--- src/rtl/pipeline_scoreboard_if.sv ---
// Decode <-> scoreboard bundle for the in-order pipeline.
//   master : decode side, drives the decoded instruction fields and flush,
//            receives stall/issue/forwarding and the in-flight status view.
//   slave  : the scoreboard itself.
// Signals:
//   dec_valid, dec_rx/dec_ry (+_rd), dec_wr_en/dec_wr_reg, dec_flag_rd/_wr,
//   dec_mem_rd/_wr, flush                      -> decode to scoreboard
//   stall, issue, fwd_rx, fwd_ry, pending_regs,
//   inflight_count, stall_count                -> scoreboard to decode
interface pipeline_scoreboard_if #(
  parameter int NUM_REGS = 8,
  parameter int WB_LAT   = 2,
  parameter int CNT_W    = 16
);
  localparam int REG_W = $clog2(NUM_REGS);
  localparam int INF_W = $clog2(WB_LAT + 1);

  logic             dec_valid;
  logic [REG_W-1:0] dec_rx;
  logic [REG_W-1:0] dec_ry;
  logic             dec_rx_rd;
  logic             dec_ry_rd;
  logic             dec_wr_en;
  logic [REG_W-1:0] dec_wr_reg;
  logic             dec_flag_rd;
  logic             dec_flag_wr;
  logic             dec_mem_rd;
  logic             dec_mem_wr;
  logic             flush;

  logic                stall;
  logic                issue;
  logic                fwd_rx;
  logic                fwd_ry;
  logic [NUM_REGS-1:0] pending_regs;
  logic [INF_W-1:0]    inflight_count;
  logic [CNT_W-1:0]    stall_count;

  modport master (
    output dec_valid, dec_rx, dec_ry, dec_rx_rd, dec_ry_rd, dec_wr_en,
           dec_wr_reg, dec_flag_rd, dec_flag_wr, dec_mem_rd, dec_mem_wr, flush,
    input  stall, issue, fwd_rx, fwd_ry, pending_regs, inflight_count,
           stall_count
  );

  modport slave (
    input  dec_valid, dec_rx, dec_ry, dec_rx_rd, dec_ry_rd, dec_wr_en,
           dec_wr_reg, dec_flag_rd, dec_flag_wr, dec_mem_rd, dec_mem_wr, flush,
    output stall, issue, fwd_rx, fwd_ry, pending_regs, inflight_count,
           stall_count
  );
endinterface

--- src/rtl/pipeline_scoreboard.sv ---
// Hazard scoreboard between decode and execute of the in-order pipeline.
// Every issued instruction is tracked in a WB_LAT-deep shift register until
// writeback; decode is stalled on RAW hazards against registers, the NZ flags
// and memory (load after store). Flush squashes the younger in-flight work.
//
// Ports:
//   clk    clock
//   reset  asynchronous, active-high
//   sb     pipeline_scoreboard_if.slave (decode fields in, stall/issue/status out)
//
// Optional feature: define SCOREBOARD_FORWARDING_EN to let a source register
// produced by the entry currently in writeback be taken from the writeback bus
// (fwd_rx/fwd_ry) instead of stalling.
module pipeline_scoreboard #(
  parameter int NUM_REGS = 8,
  parameter int WB_LAT   = 2,
  parameter int CNT_W    = 16
) (
  input  logic                 clk,
  input  logic                 reset,
  pipeline_scoreboard_if.slave sb
);
  localparam int REG_W = $clog2(NUM_REGS);
  localparam int INF_W = $clog2(WB_LAT + 1);
  // One-hot marker of the writeback position (WB_LAT-1).
  localparam logic [WB_LAT-1:0] WB_MASK = WB_LAT'(1) << (WB_LAT - 1);

  typedef struct packed {
    logic             valid;
    logic             wr_en;
    logic [REG_W-1:0] wr_reg;
    logic             flag_wr;
    logic             mem_wr;
  } entry_t;

  entry_t q [WB_LAT];

  logic [WB_LAT-1:0]   rx_hit, ry_hit, flag_hit, mem_hit;
  logic [NUM_REGS-1:0] pend;
  logic [INF_W-1:0]    inflight;
  logic                rx_hz, ry_hz, stall_w, issue_w;
  logic [CNT_W-1:0]    stall_cnt;

  // NOTE: every signal written here gets a default first so no latch is
  // inferred when the loop or a condition leaves it untouched.
  always_comb begin
    rx_hit   = '0;
    ry_hit   = '0;
    flag_hit = '0;
    mem_hit  = '0;
    pend     = '0;
    inflight = '0;
    for (int i = 0; i < WB_LAT; i++) begin
      if (q[i].valid) begin
        inflight    = inflight + INF_W'(1);
        rx_hit[i]   = q[i].wr_en & sb.dec_rx_rd & (q[i].wr_reg == sb.dec_rx);
        ry_hit[i]   = q[i].wr_en & sb.dec_ry_rd & (q[i].wr_reg == sb.dec_ry);
        flag_hit[i] = q[i].flag_wr & sb.dec_flag_rd;
        mem_hit[i]  = q[i].mem_wr & sb.dec_mem_rd;
        if (q[i].wr_en) pend[q[i].wr_reg] = 1'b1;
      end
    end
  end

`ifdef SCOREBOARD_FORWARDING_EN
  // Only younger (non-writeback) producers stall; a lone match in writeback
  // is satisfied from the writeback bus. A younger match wins because its
  // value is the newer one and is not on the bus yet.
  assign rx_hz = |(rx_hit & ~WB_MASK);
  assign ry_hz = |(ry_hit & ~WB_MASK);
  assign sb.fwd_rx = issue_w & |(rx_hit & WB_MASK) & ~rx_hz;
  assign sb.fwd_ry = issue_w & |(ry_hit & WB_MASK) & ~ry_hz;
`else
  assign rx_hz = |rx_hit;
  assign ry_hz = |ry_hit;
  assign sb.fwd_rx = 1'b0;
  assign sb.fwd_ry = 1'b0;
`endif

  assign stall_w = sb.dec_valid & (rx_hz | ry_hz | (|flag_hit) | (|mem_hit));
  assign issue_w = sb.dec_valid & ~stall_w & ~sb.flush;

  assign sb.stall          = stall_w;
  assign sb.issue          = issue_w;
  assign sb.pending_regs   = pend;
  assign sb.inflight_count = inflight;
  assign sb.stall_count    = stall_cnt;

  // NOTE: the queue is reset along with the counter because its valid bits
  // are control state; a stale valid entry after reset would raise a hazard.
  // NOTE: sequential state uses non-blocking assignments so every position
  // shifts from the pre-edge value of its neighbour.
  always_ff @(posedge clk or posedge reset) begin
    if (reset) begin
      for (int i = 0; i < WB_LAT; i++) q[i] <= '0;
      stall_cnt <= '0;
    end else begin
      if (issue_w) begin
        q[0] <= '{valid:   1'b1,
                  wr_en:   sb.dec_wr_en,
                  wr_reg:  sb.dec_wr_reg,
                  flag_wr: sb.dec_flag_wr,
                  mem_wr:  sb.dec_mem_wr};
      end else begin
        q[0] <= '0;
      end
      // Flush kills everything older than decode except the writeback entry,
      // which leaves the queue at this edge anyway.
      for (int i = 1; i < WB_LAT; i++) q[i] <= sb.flush ? '0 : q[i-1];
      if (sb.dec_valid && stall_w && !sb.flush && stall_cnt != '1)
        stall_cnt <= stall_cnt + CNT_W'(1);
    end
  end
endmodule

--- src/flat_wrapper.sv ---
// flat-port wrapper written by rule: the top's interface ports become plain ports
module pipeline_scoreboard_flat 
#(
  parameter int NUM_REGS = 8,
  parameter int WB_LAT   = 2,
  parameter int CNT_W    = 16
)
  (clk, reset, sb_dec_valid, sb_dec_rx, sb_dec_ry, sb_dec_rx_rd, sb_dec_ry_rd, sb_dec_wr_en, sb_dec_wr_reg, sb_dec_flag_rd, sb_dec_flag_wr, sb_dec_mem_rd, sb_dec_mem_wr, sb_flush, sb_stall, sb_issue, sb_fwd_rx, sb_fwd_ry, sb_pending_regs, sb_inflight_count, sb_stall_count);
  pipeline_scoreboard_if #(.NUM_REGS(NUM_REGS), .WB_LAT(WB_LAT), .CNT_W(CNT_W)) sb_i ();
  input  logic clk;
  input  logic reset;
  input wire logic [$bits(sb_i.dec_valid)-1:0] sb_dec_valid;
  input wire logic [$bits(sb_i.dec_rx)-1:0] sb_dec_rx;
  input wire logic [$bits(sb_i.dec_ry)-1:0] sb_dec_ry;
  input wire logic [$bits(sb_i.dec_rx_rd)-1:0] sb_dec_rx_rd;
  input wire logic [$bits(sb_i.dec_ry_rd)-1:0] sb_dec_ry_rd;
  input wire logic [$bits(sb_i.dec_wr_en)-1:0] sb_dec_wr_en;
  input wire logic [$bits(sb_i.dec_wr_reg)-1:0] sb_dec_wr_reg;
  input wire logic [$bits(sb_i.dec_flag_rd)-1:0] sb_dec_flag_rd;
  input wire logic [$bits(sb_i.dec_flag_wr)-1:0] sb_dec_flag_wr;
  input wire logic [$bits(sb_i.dec_mem_rd)-1:0] sb_dec_mem_rd;
  input wire logic [$bits(sb_i.dec_mem_wr)-1:0] sb_dec_mem_wr;
  input wire logic [$bits(sb_i.flush)-1:0] sb_flush;
  output wire logic [$bits(sb_i.stall)-1:0] sb_stall;
  output wire logic [$bits(sb_i.issue)-1:0] sb_issue;
  output wire logic [$bits(sb_i.fwd_rx)-1:0] sb_fwd_rx;
  output wire logic [$bits(sb_i.fwd_ry)-1:0] sb_fwd_ry;
  output wire logic [$bits(sb_i.pending_regs)-1:0] sb_pending_regs;
  output wire logic [$bits(sb_i.inflight_count)-1:0] sb_inflight_count;
  output wire logic [$bits(sb_i.stall_count)-1:0] sb_stall_count;
  assign sb_i.dec_valid = sb_dec_valid;
  assign sb_i.dec_rx = sb_dec_rx;
  assign sb_i.dec_ry = sb_dec_ry;
  assign sb_i.dec_rx_rd = sb_dec_rx_rd;
  assign sb_i.dec_ry_rd = sb_dec_ry_rd;
  assign sb_i.dec_wr_en = sb_dec_wr_en;
  assign sb_i.dec_wr_reg = sb_dec_wr_reg;
  assign sb_i.dec_flag_rd = sb_dec_flag_rd;
  assign sb_i.dec_flag_wr = sb_dec_flag_wr;
  assign sb_i.dec_mem_rd = sb_dec_mem_rd;
  assign sb_i.dec_mem_wr = sb_dec_mem_wr;
  assign sb_i.flush = sb_flush;
  assign sb_stall = sb_i.stall;
  assign sb_issue = sb_i.issue;
  assign sb_fwd_rx = sb_i.fwd_rx;
  assign sb_fwd_ry = sb_i.fwd_ry;
  assign sb_pending_regs = sb_i.pending_regs;
  assign sb_inflight_count = sb_i.inflight_count;
  assign sb_stall_count = sb_i.stall_count;
  pipeline_scoreboard #(.NUM_REGS(NUM_REGS), .WB_LAT(WB_LAT), .CNT_W(CNT_W)) u_core (.clk(clk), .reset(reset), .sb(sb_i));
endmodule
--- config.mk ---
export PLATFORM = sky130hd
export DESIGN_NAME = pipeline_scoreboard_flat
export DESIGN_NICKNAME = d
export VERILOG_FILES = /design/src/rtl/pipeline_scoreboard_if.sv /design/src/rtl/pipeline_scoreboard.sv /design/src/flat_wrapper.sv
export SDC_FILE = /design/constraint.sdc
export NUM_CORES = 1
export LEC_CHECK = 0
export ABC_AREA = 1
export CORE_MARGIN = 4
export CORE_UTILIZATION = 30
export DETAILED_ROUTE_END_ITERATION = 8
export PLACE_DENSITY_LB_ADDON = 0.2
export RECOVER_POWER = 25
export REMOVE_ABC_BUFFERS = 1
export SYNTH_ARGS = -nofsm -noshare
export SYNTH_HDL_FRONTEND = slang
export SYNTH_SLANG_ARGS = --single-unit
--- constraint.sdc ---
create_clock -name clk -period 1.84 [get_ports clk]
set_input_delay 0.368 -clock clk [delete_from_list [all_inputs] [get_ports clk]]
set_output_delay 0.368 -clock clk [all_outputs]
set_load 0.01 [all_outputs]
# Word level (Yosys, flattened, before mapping)
# Cells that the tools add are included.
# word_totals
elab_cells	73
reg_bits	30
inputBits	20
output_inout_bits	30
# classes
reduce_logical	10
n_lt_le_gt_ge	4
n_mux	20
add_sub_neg	2
eq_ne	5
n_bitwise	21
# op_table
operator	count
$mux W8	4
$add A16 B1 Y16 const B	1
$ne A16 B16 Y1 const B	1
$and A1 B1 Y1	15
$mux W7	2
$eq A3 B3 Y1	4
$mux W1	11
$lt A3 B4 Y1 const B	2
$or A8 B8 Y8	1
$reduce_or A2 Y1	4
$demux W1 S3	2
$ge A3 B1 Y1 const B	2
$logic_and A1 B1 Y1	5
$or A1 B1 Y1	3
$add A1 B1 Y2 const B	1
$mux W2	1
$not A1 Y1	2
$logic_not A1 Y1	1

# Longest topological paths before layout
# depth
depth_word	12
mapped_depth	12
mapped_depth_nobuf	11

# Least setup slack after synthesis
# No wires, ideal clock.
# synth_timing
path_kind	register to output
start	register u_core.q[13] (netlist bit)
end	output sb_stall
n_path_buf	1
setup_slack_ns	0.173
required_ns	1.472
stages_incl_launch_ff	8
arrival_ns	1.299
cell_sequence	dfrtp_1 inv_1 o21ai_0 a22oi_1 nand3_4 buf_2 nand2_1 inv_1
# synth_between
elab_chain_cells	6
word_cells_on_any_way	12
classes_between	mux: 4; bitwise: 4; reduce/logical: 4
# synth_lines
item	line	source
from (decl)	pipeline_scoreboard.sv:36	entry_t q [WB_LAT];
$mux W1	pipeline_scoreboard.sv:54	if (q[i].valid) begin
$reduce_or A2 Y1, on equally long branches	pipeline_scoreboard.sv:74, pipeline_scoreboard.sv:75	
$or A1 B1 Y1 (2 in a row)	pipeline_scoreboard.sv:80	assign stall_w = sb.dec_valid & (rx_hz | ry_hz | (|flag_hit) | (|mem_hit));
$or A1 B1 Y1 *	pipeline_scoreboard.sv:80	
$and A1 B1 Y1 *	pipeline_scoreboard.sv:80	
to (decl)	flat_wrapper.sv:24	output wire logic [$bits(sb_i.stall)-1:0] sb_stall;
# Mark *: on every way between the ends. The rest lies on a longest branch, timed or not.

# Worst setup path after layout
# layout_timing
start	register u_core.q[4] (netlist bit)
end	output sb_issue
# layout_between
elab_chain_cells	11
word_cells_on_any_way	15
classes_between	eq/ne: 2; mux: 2; bitwise: 9; reduce/logical: 2
# layout_lines
item	line	source
$eq A3 B3 Y1, on equally long branches	pipeline_scoreboard.sv:56, pipeline_scoreboard.sv:57	
$and A1 B1 Y1, on equally long branches	pipeline_scoreboard.sv:56, pipeline_scoreboard.sv:57	
$mux W1	pipeline_scoreboard.sv:54	
$reduce_or A2 Y1, on equally long branches	pipeline_scoreboard.sv:74, pipeline_scoreboard.sv:75	
$or A1 B1 Y1 * (3 in a row)	pipeline_scoreboard.sv:80	
$and A1 B1 Y1 *	pipeline_scoreboard.sv:80	
$not A1 Y1 *	pipeline_scoreboard.sv:81	assign issue_w = sb.dec_valid & ~stall_w & ~sb.flush;
$and A1 B1 Y1 * (2 in a row)	pipeline_scoreboard.sv:81	
to (decl)	flat_wrapper.sv:25	output wire logic [$bits(sb_i.issue)-1:0] sb_issue;
# Marked as above.

==> qor.txt <==
YOSYS
--------------------------------------------------------------------------------
Post-synthesis register bit count                                             30
Area of the mapped netlist                                           0.00195 mm²
Synthesized netlist cell count                                               286
Post-synth top area cell                                            sky130_fd_sc_hd__dfrtp_1
Fraction of post-synthesis cell area in the top cell type by area          38.6%
Sequential area share after synthesis                                      38.6%
Leading cell types by total area after synthesis                    sky130_fd_sc_hd__dfrtp_1 (39%), sky130_fd_sc_hd__nand2_1 (20%), sky130_fd_sc_hd__inv_1 (7.7%), sky130_fd_sc_hd__nor2_1 (6.9%), sky130_fd_sc_hd__nand4_1 (6.1%)
Warnings from Yosys                                                            0
Distinct cell type count of the synthesized netlist                           24
Mean area per synthesized cell                                          6.80 µm²

CTS
--------------------------------------------------------------------------------
Clock transition at the registers of the reported paths                  0.06 ns
Max Buffers Root-to-Sink                                                       2
TritonCTS clock tree                                                       built
Cts bufs inserted                                                              5
Maximum level of the CTS H-tree                                                2
Root Buffer                                                         sky130_fd_sc_hd__clkbuf_8
Total number of clock tree sinks                                              30
Insertion delay to the later sink of the worst-skew pair                 0.28 ns

FINAL LAYOUT
--------------------------------------------------------------------------------
Fraction of final layout cells sized beyond drive strength 1               26.1%
Most common cell after layout, fill and taps aside                  sky130_fd_sc_hd__nand2_1
Area growth from synthesis to layout                                       52.2%
Most used cells in the layout excluding fill and tap cells          sky130_fd_sc_hd__nand2_1 (92), sky130_fd_sc_hd__inv_1 (34), sky130_fd_sc_hd__nor2_1 (31)
Post-route cell area                                                 0.00296 mm²
Final core utilization                                                     46.9%
Non-filler instance count after layout                                       448
Number of antenna diodes                                                       0
Number of nets in the layout                                                 392

OUTCOME
--------------------------------------------------------------------------------
Status                                                              finished, violations left
Violated checks                                                     setup timing

GRT
--------------------------------------------------------------------------------
Global-route wire length before repair                                   9.08 mm
Number of global-route vias before repair                                   1999
Overall track demand over capacity in global routing                       14.7%
Pin count of the biggest net entering global routing                          31
Total congestion overflow after global routing                                 0
Number of antenna violations at the first check in global routing              0

PLACED DESIGN
--------------------------------------------------------------------------------
I/O Buffers                                                                   47
RD Place Congestion                                                        0.826
Half-perimeter wire length of the detailed placement result              4.12 mm
Inst Count DP                                                                435
Cell area reported after detailed placement                          0.00271 mm²

ROUTE
--------------------------------------------------------------------------------
Average vias per placed instance                                            4.52
Final wirelength                                                         5.37 mm
Count of antenna-violating nets left after detailed routing                    0
DRC violation count after routing                                              0
Number of detailed-routing iterations run before antenna repair                4
Post-DR wirelength/cell                                                  12.0 µm
Vias post-DR                                                                2024
First DRT Iteration DRCs                                                      53

PWR
--------------------------------------------------------------------------------
Worst supply voltage drop on vdd                                      0.000419 V
Lkg Pwr                                                                  1.59 nW
Final Total Pwr                                                          1.79 mW
Power density over the cells                                          604 mW/mm²

STA
--------------------------------------------------------------------------------
Worst Setup Slack, final                                              -0.0922 ns
Setup clock skew after layout                                         0.00342 ns
Count of final setup violators                                                 2
Rel. slew slack                                                            49.6%
Min cycle time layout                                                    1.93 ns
Final count of hold timing violations                                          0
Fmax achieved                                                          0.518 GHz
RSZ-0062 raised after global routing                                         yes
Tightest Pin Transition                                                 0.756 ns
Share of the cycle needed by the critical path after routing                105%
Number of max-slew violations in the final report                              0

MIN PATH
--------------------------------------------------------------------------------
Startpoint of the tightest hold check path                          u_core.sb.stall_count[8]$_DFFE_PP0P_
Worst hold endpoint                                                 u_core.sb.stall_count[8]$_DFFE_PP0P_
Count of cells along the worst hold path                                       2
Type of the tightest min-delay check                                flip-flop to flip-flop

SETUP PATH
--------------------------------------------------------------------------------
Worst EP required                                                        1.47 ns
CP cell instances                                                   inv_2 -> nand2_2 -> nand2_2 -> nor2_2 -> nand2_1 -> nand2_1 -> nand2_2 -> nand4_1 -> inv_1 -> buf_2
Critical Path Start Type                                               flip-flop
Crit. End Element                                                    output port
Max FO, Critical Path                                                          5
Reg2Reg Capture Point                                               u_core.sb.stall_count[8]$_DFFE_PP0P_
Source of the worst register-to-register timing path                u_core.sb.stall_count[0]$_DFFE_PP0P_
Arr. time, crit path                                                     1.56 ns
Kind of critical path                                               flip-flop to output port
Standard cell with the maximum stage delay on the critical path     sky130_fd_sc_hd__dfrtp_2
Slowest stage delay, CP                                                  0.44 ns
Crit path top cell by count                                         sky130_fd_sc_hd__nand2_2
Register-to-register setup slack                                         0.11 ns
Depth of the worst register-to-register path                                   9

FLOORPLANNING
--------------------------------------------------------------------------------
Die X-Extent                                                             88.5 µm
Core box area                                                        0.00631 mm²
Die height                                                               88.5 µm
Initial standard-cell utilization of the core                              30.8%
Top-level I/O count                                                           50
Area enclosed by the die boundary                                    0.00784 mm²
Placement row count                                                           29

JOB
--------------------------------------------------------------------------------
Max-Cap Viols                                                                  0

==> cell families (layout without fill, tap and decap cells) <==
| kind of cell | count (synthesis) | count (layout) | synth area share, % |
|---|---|---|---|
| fa+ha+maj | 2 | 2 | 1.29 |
| compound gates | 11 | 11 | 2.96 |
| flops | 30 | 30 | 38.6 |
| other cells | 1 | 2 | 0.193 |
| simple gates | 180 | 180 | 41.0 |
| xor+xnor | 12 | 12 | 5.40 |
| buf+inv | 50 | 134 | 10.5 |
==> per-stage QoR <==
| stage | hold WS, ns | worst slack [ns] | setup TNS, ns |
|---|---|---|---|
| after CTS | 0.476 | -0.112 | -0.131 |
| final | 0.523 | -0.0922 | -0.102 |
| after global routing | 0.554 | -0.224 | -0.532 |
| after detailed placement | 0.516 | -0.638 | -7.51 |
| after floorplan | 0.434 | 0.149 | 0 |
| after global placement | 0.503 | -0.635 | -7.76 |
==> layer usage <==
layer  routed length [µm]  track usage, %  up-vias
met4                   65            4.53        0
li1                     -               -     1054
met5                    0               0        -
met3                  296            3.17        7
met2                 2590            25.2       47
met1                 2420            18.4      916
==> layout make-up <==
| class | instances | area [µm²] |
|---|---|---|
| Fill cell | 639 | 3350 |
| Multi-Input combinational cell | 207 | 1100 |
| Sequential cell | 30 | 753 |
| Timing Repair Buffer | 83 | 709 |
| Inverter | 43 | 161 |
| Tap cell | 77 | 96.3 |
| Clock buffer | 6 | 82.6 |
| Clock inverter | 2 | 60.1 |
==> registers in the layout, indices dropped and copies added (netlist names) <==
register / cells
u_core.q: 14
u_core.sb.stall_count: 16
==> repair_timing <==
action | CTS | global route
pin swaps | 6 | 12
buffers inserted | 1 | 5
endpoints found under the setup margin | 27 | 26
gates resized for setup | 64 | 42
hold buffers | 0 | 0
==> where the power goes <==
part	switching, mW	internal (mW)
sequential	0.0178	0.683
combinational	0.133	0.130
clock	0.248	0.577
==> how the worst max path moves through the flow <==
| stage | depth (start not counted) | startpoint | to | slack (ns) |
|---|---|---|---|---|
| 6_report | 10 | u_core.q[4]$_DFF_PP0_ | sb_issue | -0.09 |
| 5_1_grt | 10 | u_core.q[5]$_DFF_PP0_ | sb_issue | -0.22 |
| 4_1_cts | 10 | u_core.q[10]$_DFF_PP0_ | sb_issue | -0.11 |
| 3_5_place_dp | 10 | sb_dec_rx[1] | sb_issue | -0.64 |
| 3_3_place_gp | 11 | sb_dec_rx[0] | sb_issue | -0.63 |
| 2_1_floorplan | 7 | u_core.sb.stall_count[0]$_DFFE_PP0P_ | u_core.sb.stall_count[10]$_DFFE_PP0P_ | 0.15 |
==> Yosys cell counts <==
cell type                  instances
sky130_fd_sc_hd__nand3_1          10
sky130_fd_sc_hd__ha_1              2
sky130_fd_sc_hd__buf_6             1
sky130_fd_sc_hd__nand2_1         103
sky130_fd_sc_hd__inv_2             3
sky130_fd_sc_hd__nand2_2           1
sky130_fd_sc_hd__nand3_2           1
sky130_fd_sc_hd__buf_2             2
sky130_fd_sc_hd__xor2_1            9
sky130_fd_sc_hd__xnor2_1           3
sky130_fd_sc_hd__inv_1            40
sky130_fd_sc_hd__nor2_2            1
sky130_fd_sc_hd__nand4_4           1
sky130_fd_sc_hd__clkbuf_1          2
sky130_fd_sc_hd__dfrtp_1          30
sky130_fd_sc_hd__conb_1            1
sky130_fd_sc_hd__nor3_1            6
sky130_fd_sc_hd__nor2_1           36
sky130_fd_sc_hd__o21ai_0          10
sky130_fd_sc_hd__nand4_1          19
sky130_fd_sc_hd__buf_4             2
sky130_fd_sc_hd__nor3_4            1
sky130_fd_sc_hd__a22oi_1           1
sky130_fd_sc_hd__nand3_4           1
==> critical path: cells and delay by family (launching register included) <==
kind	cells	cell delay, ns
AND/OR/NAND/NOR	7	0.53
buffers and inverters	3	0.31
flip-flops	1	0.44
(Power assumes the default switching activity.)
